$ cat src/rtl/fetch_queue_ctrl.sv
// Fetch controller: owns the fetch PC, runs the two-word instruction memory
// handshake and buffers fetched pairs in a circular queue feeding decode.
module fetch_queue_ctrl #(
    parameter int unsigned       DATA_W   = 32,
    parameter int unsigned       FQ_DEPTH = 8,
    parameter logic [DATA_W-1:0] RESET_PC = '0
) (
    input  logic                      clk,
    input  logic                      rst,
    output logic [DATA_W-1:0]         inst_address,
    output logic                      InstMem_Read,
    input  logic                      InstMem_Ready,
    input  logic [DATA_W-1:0]         inst1_in,
    input  logic [DATA_W-1:0]         inst2_in,
    input  logic                      redirect_valid,
    input  logic [DATA_W-1:0]         redirect_pc,
    input  logic [1:0]                deq_count,
    output logic [1:0]                dec_valid,
    output logic [DATA_W-1:0]         dec_inst0,
    output logic [DATA_W-1:0]         dec_inst1,
    output logic [DATA_W-1:0]         dec_pc0,
    output logic [DATA_W-1:0]         dec_pc1,
    output logic [$clog2(FQ_DEPTH):0] fq_count,
    output logic [31:0]               fetched_total
);

    localparam int unsigned PTR_W = $clog2(FQ_DEPTH);
    localparam int unsigned CNT_W = PTR_W + 1;

    typedef struct packed {
        logic [DATA_W-1:0] inst;
        logic [DATA_W-1:0] pc;
    } fq_entry_t;

    typedef enum logic {
        ST_STALL = 1'b0,
        ST_FETCH = 1'b1
    } state_t;

    state_t            state;
    state_t            state_next;
    fq_entry_t         fq_mem [FQ_DEPTH];
    logic [DATA_W-1:0] pc;
    logic [PTR_W-1:0]  head;
    logic [PTR_W-1:0]  tail;
    logic [PTR_W-1:0]  head_nxt1;
    logic [CNT_W-1:0]  count;
    logic [CNT_W-1:0]  count_next;
    logic [1:0]        deq_eff;
    logic              enq;

    assign inst_address = pc;
    assign fq_count     = count;
    assign head_nxt1    = head + PTR_W'(1);

    // Enqueue qualification, clamped dequeue and resulting occupancy
    always_comb begin
        enq     = (state == ST_FETCH) && InstMem_Ready && !redirect_valid;
        deq_eff = (deq_count > 2'd2) ? 2'd2 : deq_count;
        if (CNT_W'(deq_eff) > count) begin
            deq_eff = count[1:0];
        end
        if (redirect_valid) begin
            deq_eff = 2'd0;
        end
        count_next = count + (enq ? CNT_W'(2) : CNT_W'(0)) - CNT_W'(deq_eff);
    end

    // FSM state register
    always_ff @(posedge clk or negedge rst) begin
        if (!rst) begin
            state <= ST_STALL;
        end else begin
            state <= state_next;
        end
    end

    // Next state: keep fetching only while a whole pair still fits afterwards
    always_comb begin
        state_next = ST_STALL;
        if (redirect_valid) begin
            state_next = ST_FETCH;
        end else if ((CNT_W'(FQ_DEPTH) - count_next) >= CNT_W'(2)) begin
            state_next = ST_FETCH;
        end
    end

    // FSM outputs
    always_comb begin
        InstMem_Read = 1'b0;
        if (state == ST_FETCH) begin
            InstMem_Read = 1'b1;
        end
    end

    // PC, pointers, occupancy and fetch counter
    always_ff @(posedge clk or negedge rst) begin
        if (!rst) begin
            pc            <= RESET_PC;
            head          <= '0;
            tail          <= '0;
            count         <= '0;
            fetched_total <= '0;
        end else if (redirect_valid) begin
            pc    <= redirect_pc & ~DATA_W'(3);
            head  <= '0;
            tail  <= '0;
            count <= '0;
        end else begin
            count <= count_next;
            head  <= head + PTR_W'(deq_eff);
            if (enq) begin
                tail          <= tail + PTR_W'(2);
                pc            <= pc + DATA_W'(8);
                fetched_total <= fetched_total + 32'(2);
            end
        end
    end

    // Queue storage; contents are only observed through valid slots
    always_ff @(posedge clk) begin
        if (enq) begin
            fq_mem[tail]              <= '{inst: inst1_in, pc: pc};
            fq_mem[tail + PTR_W'(1)]  <= '{inst: inst2_in, pc: pc + DATA_W'(4)};
        end
    end

    // Decode view of the two head entries, zeroed when not valid
    always_comb begin
        dec_valid = {count >= CNT_W'(2), count >= CNT_W'(1)};
        dec_inst0 = '0;
        dec_pc0   = '0;
        dec_inst1 = '0;
        dec_pc1   = '0;
        if (dec_valid[0]) begin
            dec_inst0 = fq_mem[head].inst;
            dec_pc0   = fq_mem[head].pc;
        end
        if (dec_valid[1]) begin
            dec_inst1 = fq_mem[head_nxt1].inst;
            dec_pc1   = fq_mem[head_nxt1].pc;
        end
    end

endmodule
$ cat config.mk
export PLATFORM = sky130hd
export DESIGN_NAME = fetch_queue_ctrl
export DESIGN_NICKNAME = d
export VERILOG_FILES = /design/src/rtl/fetch_queue_ctrl.sv
export SDC_FILE = /design/constraint.sdc
export NUM_CORES = 1
export LEC_CHECK = 0
export ABC_AREA = 1
export CORE_ASPECT_RATIO = 0.6
export CORE_MARGIN = 1.5
export CORE_UTILIZATION = 30
export CTS_CLUSTER_SIZE = 20
export DETAILED_ROUTE_END_ITERATION = 6
export PLACE_DENSITY = 0.49
export SLEW_MARGIN = 20
export SYNTH_ARGS = -nofsm -noshare
export SYNTH_HDL_FRONTEND = slang
export SYNTH_SLANG_ARGS = --single-unit
$ cat constraint.sdc
create_clock -name clk -period 5 [get_ports clk]
set_clock_uncertainty 0.15 [all_clocks]
set_input_delay 0.75 -clock clk [delete_from_list [all_inputs] [get_ports clk]]
set_output_delay 0.75 -clock clk [all_outputs]
set_load 0.05 [all_outputs]
==> run metrics, run 1 <==
Synth Register Bits=between 500 and 600; top cell type by total area after synthesis=edfxtp_1; # fillers=11.2k; num ports=301; crit-path max FO=107; antenna cells=0; max-slew violations=0; DRC=0; initial antenna violation count=2; Layout Nets=roughly 4.3k; number of cells upsized or downsized after cts=0; minimum clock period=4.69 ns; Worst-Skew Late Latency=0.64 ns; Final Hold Viols=0; Total GRT Usage=20.1%; hold crit path type=flip-flop to flip-flop; beginning of the worst register-to-register path=fq_count[1]; register area share after synthesis=between 50% and 60%; final hold slack=0.359 ns; vias=about 28k; fraction of layout cells with a size suffix above 1=8.60%; FMAX=0.213 GHz; PwrDens=slightly above 600 nW/um2; RePlAce Congestion=0.875; Post-Syn Instances=4184; H-tree levels=3; Post-synth EDFFs=496; Mean Syn Cell Area=7.92 um2; Main synth FF type=edfxtp_1; top cells by count, synth=nand2_1, edfxtp_1, o21ai_0; VDD IR max=about 0.0005 V; final setup fails=0; Crit path required time=around 4.1 ns; Wirelength per Cell=20.2 um; Synth cell types=39; worst-margin pin slew=0.979 ns; Worst Setup End Kind=output port; initial core utilization=30.2%; row count=94; FF/Latch Area=about 17000 um2; reg2reg path depth=15; async set-reset flop share out of synthesis=12.5%; core box area=110000 um2; final critical-path share of the clock period=between 90% and 100%; CTS tree=yes; R2R Path End=state; setup TNS=0 ns; crit path from=head[0]; IO Port Bufs=291; FF-to-FF setup slack=1.37 ns; ANT nets after route=0; cell with the most instances after synthesis=nand2_1; Area growth syn-to-layout=18.4%; Crit Path Category=flip-flop to output port; Rel. slew slack=a little over a third; crit path to=dec_inst0[18]; Critical Path AT=3.79 ns; Yosys top cell area share=44.9%; CTS clk-pin slew, worst paths=about 0.06 ns; YS warnings=0; Max clock buf depth=3; die outline area=113000 um2; status=completed; Synth area leaders=edfxtp_1, nand2_1, o21ai_0, a21oi_1, dfrtp_1; total CTS buffers=66; Iteration-0 DRC Markers=2882; Max Cap Violations=0; Multi-input gate area=13400 um2; total setup buffers inserted after CTS=0; leakage=0.0153 uW; Root Buffer=clkbuf_16; wire length of the first global-routing pass=170000 um; vias in the first global route=approximately 25k; grt total ovfl=0; first drt pass iteration count=5; die span in x=about 430 um; drt via density=4.92; largest net degree at the start of global routing=221; die height=260 um; # clock sinks=567; DPL Wire Length=71900 um; Setup crit start kind=flip-flop; RSZ-0062 raised after global routing=false; synthesized cell area=33100 um2; final wirelength=116000 um
-- cells in the final DEF (no fill, tap or decap), types with 32 or more instances in the layout --
cell type	n
edfxtp_1	496
o21ai_0	488
dfrtp_1	68
buf_12	50
nand3_1	150
a21oi_1	469
nand2_1	1029
buf_4	103
nor3_1	122
clkbuf_16	69
o21ai_1	32
inv_1	320
clkdlybuf4s50_1	210
nor2_1	333
or2_2	61
-- state kept, by name, summed over array words and instances, names as in the netlist --
| register | count |
|---|---|
| fq_mem | 496 |
| fetched_total | 31 |
| inst_address | 30 |
| fq_count | 4 |
| head | 3 |
| tail | 2 |
| state | 1 |
-- final cells by class --
type / count / share of cell area [%]
clock inverters: 33 / 0.797
inverters: 332 / 3.28
clock buffers: 80 / 4.51
multi-input cells: 2869 / 34.2
repair buffers: 364 / 9.91
flip-flops and latches: 567 / 42.5
well taps: 1488 / 4.75
-- critical path, cell delays in order, from the launching register on --
cell	delay [ns]
dfrtp_4	0.61
inv_8	0.49
buf_4	0.52
nand2_1	0.09
nand3_1	0.08
a21oi_1	0.07
nor3_1	0.35
clkdlybuf4s50_1	0.88
-- repair_timing --
item                                   in CTS  in global routing
hold buffers                                1                  0
setup endpoints to repair                   0                  0
endpoints found under the hold margin      23                  0
-- power breakdown --
part,switching (uW),internal [uW]
combinational,9380,4180
sequential,303,5460
clock,2110,2820
total,11800,12500
-- how the worst min path moves through the flow --
stage / to / cells after the start / startpoint
detailed placement: fetched_total[31] / 2 / fetched_total[31]
CTS: fetched_total[31] / 2 / fetched_total[31]
global placement: fetched_total[31] / 2 / fetched_total[31]
floorplan: fetched_total[10] / 0 / rst
global route: fetched_total[31] / 2 / fetched_total[31]
finish: fetched_total[31] / 2 / fetched_total[31]
-- routing by layer --
layer	global-route usage (%)	vias up	wire length (um)	part of all wire, %
met2	30.5	960	50100	43
met3	3.71	139	8030	6.9
li1	-	13800	-	-
met5	0	-	0	0
met1	29.6	13200	55500	48
met4	4.69	0	2330	2.0
-- cell families (layout without fill, tap and decap cells) --
family	after synthesis	count (layout)	share of synthesized area (%)
compound gates	1036	1036	16.0
xor+xnor	47	47	1.41
fa+ha+maj	21	21	0.861
buf+inv	754	809	9.41
flops	567	567	50.3
other cells	1	7	0.0113
simple gates	1758	1758	22.0
-- stage by stage --
step / area (um2) / utilization (%) / instances / power, uW / worst slack (ns)
3_5_place_dp: 37100 / 33.9 / 5619 / 19500 / 0.678
5_1_grt: 39200 / 35.8 / 5733 / 25500 / 0.103
4_1_cts: 39200 / 35.8 / 5733 / 24400 / 0.246
2_1_floorplan: 33200 / - / 4190 / 14400 / 0.661
3_3_place_gp: 37100 / 33.9 / 5619 / 19400 / 0.679
6_report: 39200 / 35.8 / 5733 / 24200 / 0.306
Power figures use the tool's default switching activity.
==> run 2: changes to the inputs <==
- CTS_CLUSTER_SIZE: 20 -> unset
- PLACE_DENSITY: 0.49 -> unset
- PLACE_DENSITY_LB_ADDON: unset -> 0.08
==> run metrics, run 2 (synthesized netlist as in run 1, its figures left out) <==
Crit Path Category=flip-flop to output port; core box area=110000 um2 (unchanged); Critical Path AT=3.93 ns (+0.14 ns); Final Hold Viols=0 (unchanged); DPL Wire Length=77000 um (+7.1%); Switching Share=49.0% (+0.39 points); internal power=12500 uW (about the same); Area growth syn-to-layout=18.7%; # clock sinks=567 (unchanged); IO Port Bufs=291 (unchanged); Crit path required time=4.10 ns (about the same); clock network power share=19.9% (-0.4 points); number of flip-flops under the largest register name=496 (unchanged); row count=94 (unchanged); final setup fails=0 (unchanged); Max Cap Violations=0 (unchanged); Pwr Total=24400 uW (+0.72%); vias=28.0k (-0.53%); die span in x=432 um (unchanged); RePlAce Congestion=0.887 (+1.3%); RSZ-0062 raised after global routing=true; crit-path cells=inv_8 > buf_4 > nor2_1 > o21ai_1 > a21oi_1 > nor3_1 > clkdlybuf4s50_1; slowest CP cell=clkdlybuf4s50_1; ANT nets after route=0 (unchanged); leakage=0.0153 uW (+0.20%); Rel. slew slack=33.2% (-1.5 points); grt total ovfl=0 (unchanged); largest net degree at the start of global routing=236 (+6.8%); status=completed; fraction of layout cells with a size suffix above 1=8.64% (+0.044 points); total setup buffers inserted after CTS=0 (unchanged); Root Buffer=clkbuf_16; worst-margin pin slew=1.00 ns (+0.0232 ns); first drt pass iteration count=6 (+1); max-slew violations=0 (unchanged); Worst Setup End Kind=output port; final wirelength=123000 um (+6.2%); drt via density=4.88 (-0.77%); CTS tree=yes; minimum clock period=4.83 ns (+0.137 ns); FMAX=0.207 GHz (-2.8%); Biggest register=fq_mem; switching power=12000 uW (+1.5%); die height=260 um (unchanged); Total GRT Usage=21.5% (+1.4 points); H-tree levels=3 (unchanged); number of cells upsized or downsized after cts=0 (unchanged); final critical-path share of the clock period=96.6% (+2.7 points); combinational share of power=56.5% (+0.6 points); # fillers=11.4k (+1.3%); initial antenna violation count=1 (-1); commonest cells after routing, fill and taps aside=nand2_1, edfxtp_1, o21ai_0; Worst-Skew Late Latency=0.66 ns (+0.02 ns); Max clock buf depth=3 (unchanged); initial core utilization=30.2% (unchanged); DRC=0 (unchanged); num ports=301 (unchanged); setup TNS=0 ns (unchanged); wire length of the first global-routing pass=178000 um (+5.1%); CTS clk-pin slew, worst paths=0.06 ns (about the same); Iteration-0 DRC Markers=2493 (-13%); Top delay family on crit path=buffers and inverters; Wirelength per Cell=21.4 um (+5.9%); vias in the first global route=25.6k (+0.67%); total CTS buffers=66 (unchanged); hold crit path type=flip-flop to flip-flop; Sequential Power Share=23.6% (-0.2 points); Layout Nets=4333 (+0.23%); Buf/Inv on CP=3 (unchanged); crit-path max FO=128 (+20%); Setup crit start kind=flip-flop; die outline area=113000 um2 (unchanged); PwrDens=621 nW/um2 (+0.42%); CP max stage delay=0.92 ns (+0.04 ns); VDD IR max=0.000533 V (+4.4%); commonest non-fill, non-tap cell in the layout=nand2_1
[run 2: cell types whose count changed in the layout (fill, tap and decap cells not counted), sizes merged]
cell / before / now
clkinvlp: 4 / 1
clkbuf: 80 / 81
inv: 333 / 338
clkdlybuf4s50: 210 / 220
bufinv: 6 / 4
diode: 0 / 1
clkinv: 22 / 24
[run 2: per-layer routing]
layer	wire, um	global-route usage, %
met5	0	0
met4	2120	4.43
met3	8140	4.09
met2	51200	30.8
met1	61800	33.1
[run 2: area by class of cell]
class                      instances  area (um2)  area share, %
inverter                         332        1290           3.27
timing repair buffer             374        4040           10.3
antenna                            1        2.50        0.00636
sequential                       567       16700           42.4
multi-input combinational       2869       13400           34.1
clock inverter                    35         305          0.776
tap                             1488        1860           4.73
clock buffer                      81        1740           4.42
[run 2: timing repair]
item,in CTS,in global routing
endpoints found under the setup margin,0,2
hold buffers,1,0
hold endpoints to repair,26,0
[run 2: worst register-to-register path, stage by stage, from the launching register on]
cell	delay [ns]
dfrtp_1	0.40
inv_1	0.14
ha_1	0.26
inv_1	0.06
nor2_1	0.03
o21ai_0	0.31
o21ai_0	0.13
a21oi_1	0.30
fa_1	0.48
inv_1	0.07
ha_1	0.14
inv_1	0.04
fa_1	0.55
nand3_1	0.11
xnor2_1	0.16
nand4_1	0.09
[run 2: final timing paths]
kind,startpoint,endpoint,slack (ns),depth (start not counted)
worst max-delay path,head[0],dec_pc0[21],0.17,7
worst min-delay path,fetched_total[31],fetched_total[31],0.38,2
worst max register to register,fq_count[1],state,1.45,15
worst min register to register,fetched_total[31],fetched_total[31],0.38,2
max in group asynchronous,rst,inst_address[11],3.20,3
min in group asynchronous,rst,fq_count[1],0.41,2
[run 2: power groups by stage]
stage	registers (uW)	logic [uW]	clock network [uW]
6_report	5770	13800	4860
5_1_grt	5810	14800	5150
4_1_cts	5770	13900	4990
3_5_place_dp	5870	13900	0
3_3_place_gp	5870	13900	0
2_1_floorplan	5900	8520	0
[run 2: metrics by stage]
stage	instances	hold slack, ns	setup WS (ns)	area, um2	util [%]
final	5747	0.381	0.169	39300	35.9
after global routing	5747	0.394	-0.0431	39300	35.9
after CTS	5746	0.366	0.0607	39300	35.9
after detailed placement	5629	0.362	0.735	37300	34.0
after global placement	5629	0.359	0.782	37300	34.0
after floorplan	4190	0.304	0.661	33200	-
==> run 3: changes to the inputs <==
- DONT_BUFFER_PORTS: unset -> 1
==> run metrics, run 3 (synthesized netlist as in run 1, its figures left out) <==
DRC=0 (unchanged); RePlAce Congestion=0.897 (+1.1%); first drt pass iteration count=5 (-1); total setup buffers inserted after CTS=0 (unchanged); Rel. slew slack=26.8% (-6.4 points); crit-path max FO=20 (-84%); FF/Latch Area=16700 um2 (unchanged); Iteration-0 DRC Markers=2486 (-0.28%); DPL Wire Length=74600 um (-3.1%); Worst Setup End Kind=output port; setup TNS=0 ns (unchanged); Root Buffer=clkbuf_16; die span in x=432 um (unchanged); initial core utilization=30.2% (unchanged); ANT nets after route=0 (unchanged); core box area=110000 um2 (unchanged); minimum clock period=4.57 ns (-0.264 ns); Max clock buf depth=3 (unchanged); final setup fails=0 (unchanged); crit path from=fq_count[2]; GRT Max-Usage Layer=met1; VDD IR max=0.000370 V (-31%); CTS tree=yes; R2R Path End=state; largest net degree at the start of global routing=184 (-22%); met3 Use GR=3.25% (-0.84 points); num ports=301 (unchanged); FF-to-FF setup slack=1.12 ns (-0.33 ns); # fillers=11.5k (+0.70%); reg2reg path depth=15 (unchanged); Total GRT Usage=21.5% (about the same); commonest cells after routing, fill and taps aside=nand2_1, edfxtp_1, o21ai_0; initial antenna violation count=1 (unchanged); hold crit path type=input port to flip-flop; die outline area=113000 um2 (unchanged); PwrDens=630 nW/um2 (+1.5%); Max Cap Violations=0 (unchanged); total CTS buffers=66 (unchanged); beginning of the worst register-to-register path=fq_count[1]; final critical-path share of the clock period=91.3% (-5.3 points); Critical Path AT=3.67 ns (-0.26 ns); Hold Crit Start=inst1_in[30]; fraction of layout cells with a size suffix above 1=12.8% (+4.2 points); wire length of the first global-routing pass=179000 um (+0.43%); Biggest register=fq_mem; area post-placement=35600 um2 (-4.5%); Final Hold Viols=0 (unchanged); vias=27.5k (-1.7%); final wirelength=122000 um (-0.59%); status=completed; Multi-input gate area=14000 um2 (+4.0%); H-tree levels=3 (unchanged); number of cells upsized or downsized after cts=0 (unchanged); grt total ovfl=0 (unchanged); Worst-Skew Late Latency=0.65 ns (about the same); Wirelength per Cell=21.9 um (+2.1%); worst-margin pin slew=1.10 ns (+0.0960 ns); vias in the first global route=25.6k (+0.33%); RSZ-0062 raised after global routing=false; Area growth syn-to-layout=14.3%; met1 Usage GRT=32.8% (-0.33 points); number of flip-flops under the largest register name=496 (unchanged); commonest non-fill, non-tap cell in the layout=nand2_1; CTS clk-pin slew, worst paths=0.07 ns (about the same); leakage=0.0149 uW (-3.1%); max-slew violations=0 (unchanged); row count=94 (unchanged); fin area=37900 um2 (-3.7%); Crit Path Category=flip-flop to output port; Setup crit start kind=flip-flop; hold endpoint=fq_mem[2][62]; die height=260 um (unchanged); Layout Nets=4178 (-3.6%); # clock sinks=567 (unchanged); FMAX=0.219 GHz (+5.8%); IO Port Bufs=0 (-100%); drt via density=4.92 (+0.97%); Crit path required time=4.10 ns (about the same); met2 usage in global routing=31.3% (+0.52 points); cell count of the worst hold path=0 (-2)
-- run 3: cell types whose count changed in the layout (fill, tap and decap cells not counted), moves of 11 or more --
cell	change
clkdlybuf4s50_1	-220
dlygate4sd3_1	+11
nor3_2	+107
buf_4	+86
buf_12	-33
nor3_1	-107
-- run 3: where the power goes --
group | switching (uW) | total (uW) | leakage (uW) | internal (uW)
logic | 9390 | 13000 | 0.00841 | 3600
clock network | 2120 | 4950 | 0.00102 | 2830
registers | 466 | 5920 | 0.00542 | 5460
-- run 3: worst max-delay path by stage --
stage	cells after the start	slack, ns	endpoint
global placement	8	1.08	dec_inst0[0]
floorplan	4	0.66	fq_mem[6][10]
finish	8	0.43	dec_inst0[0]
CTS	8	0.34	dec_inst0[0]
global route	7	0.25	dec_inst1[4]
detailed placement	8	1.07	dec_inst0[0]
-- run 3: through the flow --
stage | total power, uW | hold slack [ns] | cells | utilization (%) | setup slack, ns
floorplan | 14400 | 0.304 | 4190 | - | 0.661
global placement | 19100 | 0.306 | 5462 | 32.5 | 1.08
detailed placement | 19100 | 0.306 | 5462 | 32.5 | 1.07
CTS | 24200 | 0.00643 | 5591 | 34.6 | 0.336
global route | 25200 | 0.0202 | 5591 | 34.6 | 0.245
finish | 23900 | 0.0621 | 5594 | 34.6 | 0.433
-- run 3: what timing repair did --
item,CTS,global route
hold endpoints to repair,114,0
hold buffers,13,0
endpoints found under the setup margin,0,0
-- run 3: per-layer routing --
metal	share of wire, %	vias up
li1	-	13600
met1	51	13100
met2	42	745
met3	5.3	155
met4	2.2	2
met5	0.0090	-
-- run 3: final cells by class --
type	instances	area share [%]
inverter	332	3.42
sequential	567	44.0
timing repair buffer	219	5.17
tap	1488	4.91
multi-input combinational	2869	36.9
clock inverter	24	0.740
clock buffer	92	4.84
antenna	3	0.0198
-- run 3: critical path, stage by stage, from the launching register on --
cell	delay (ns)
dfrtp_1	0.68
inv_1	0.14
ha_1	0.28
inv_1	0.09
o21ai_1	0.17
a21oi_4	0.67
buf_4	0.57
nor3_1	0.16
buf_4	0.22
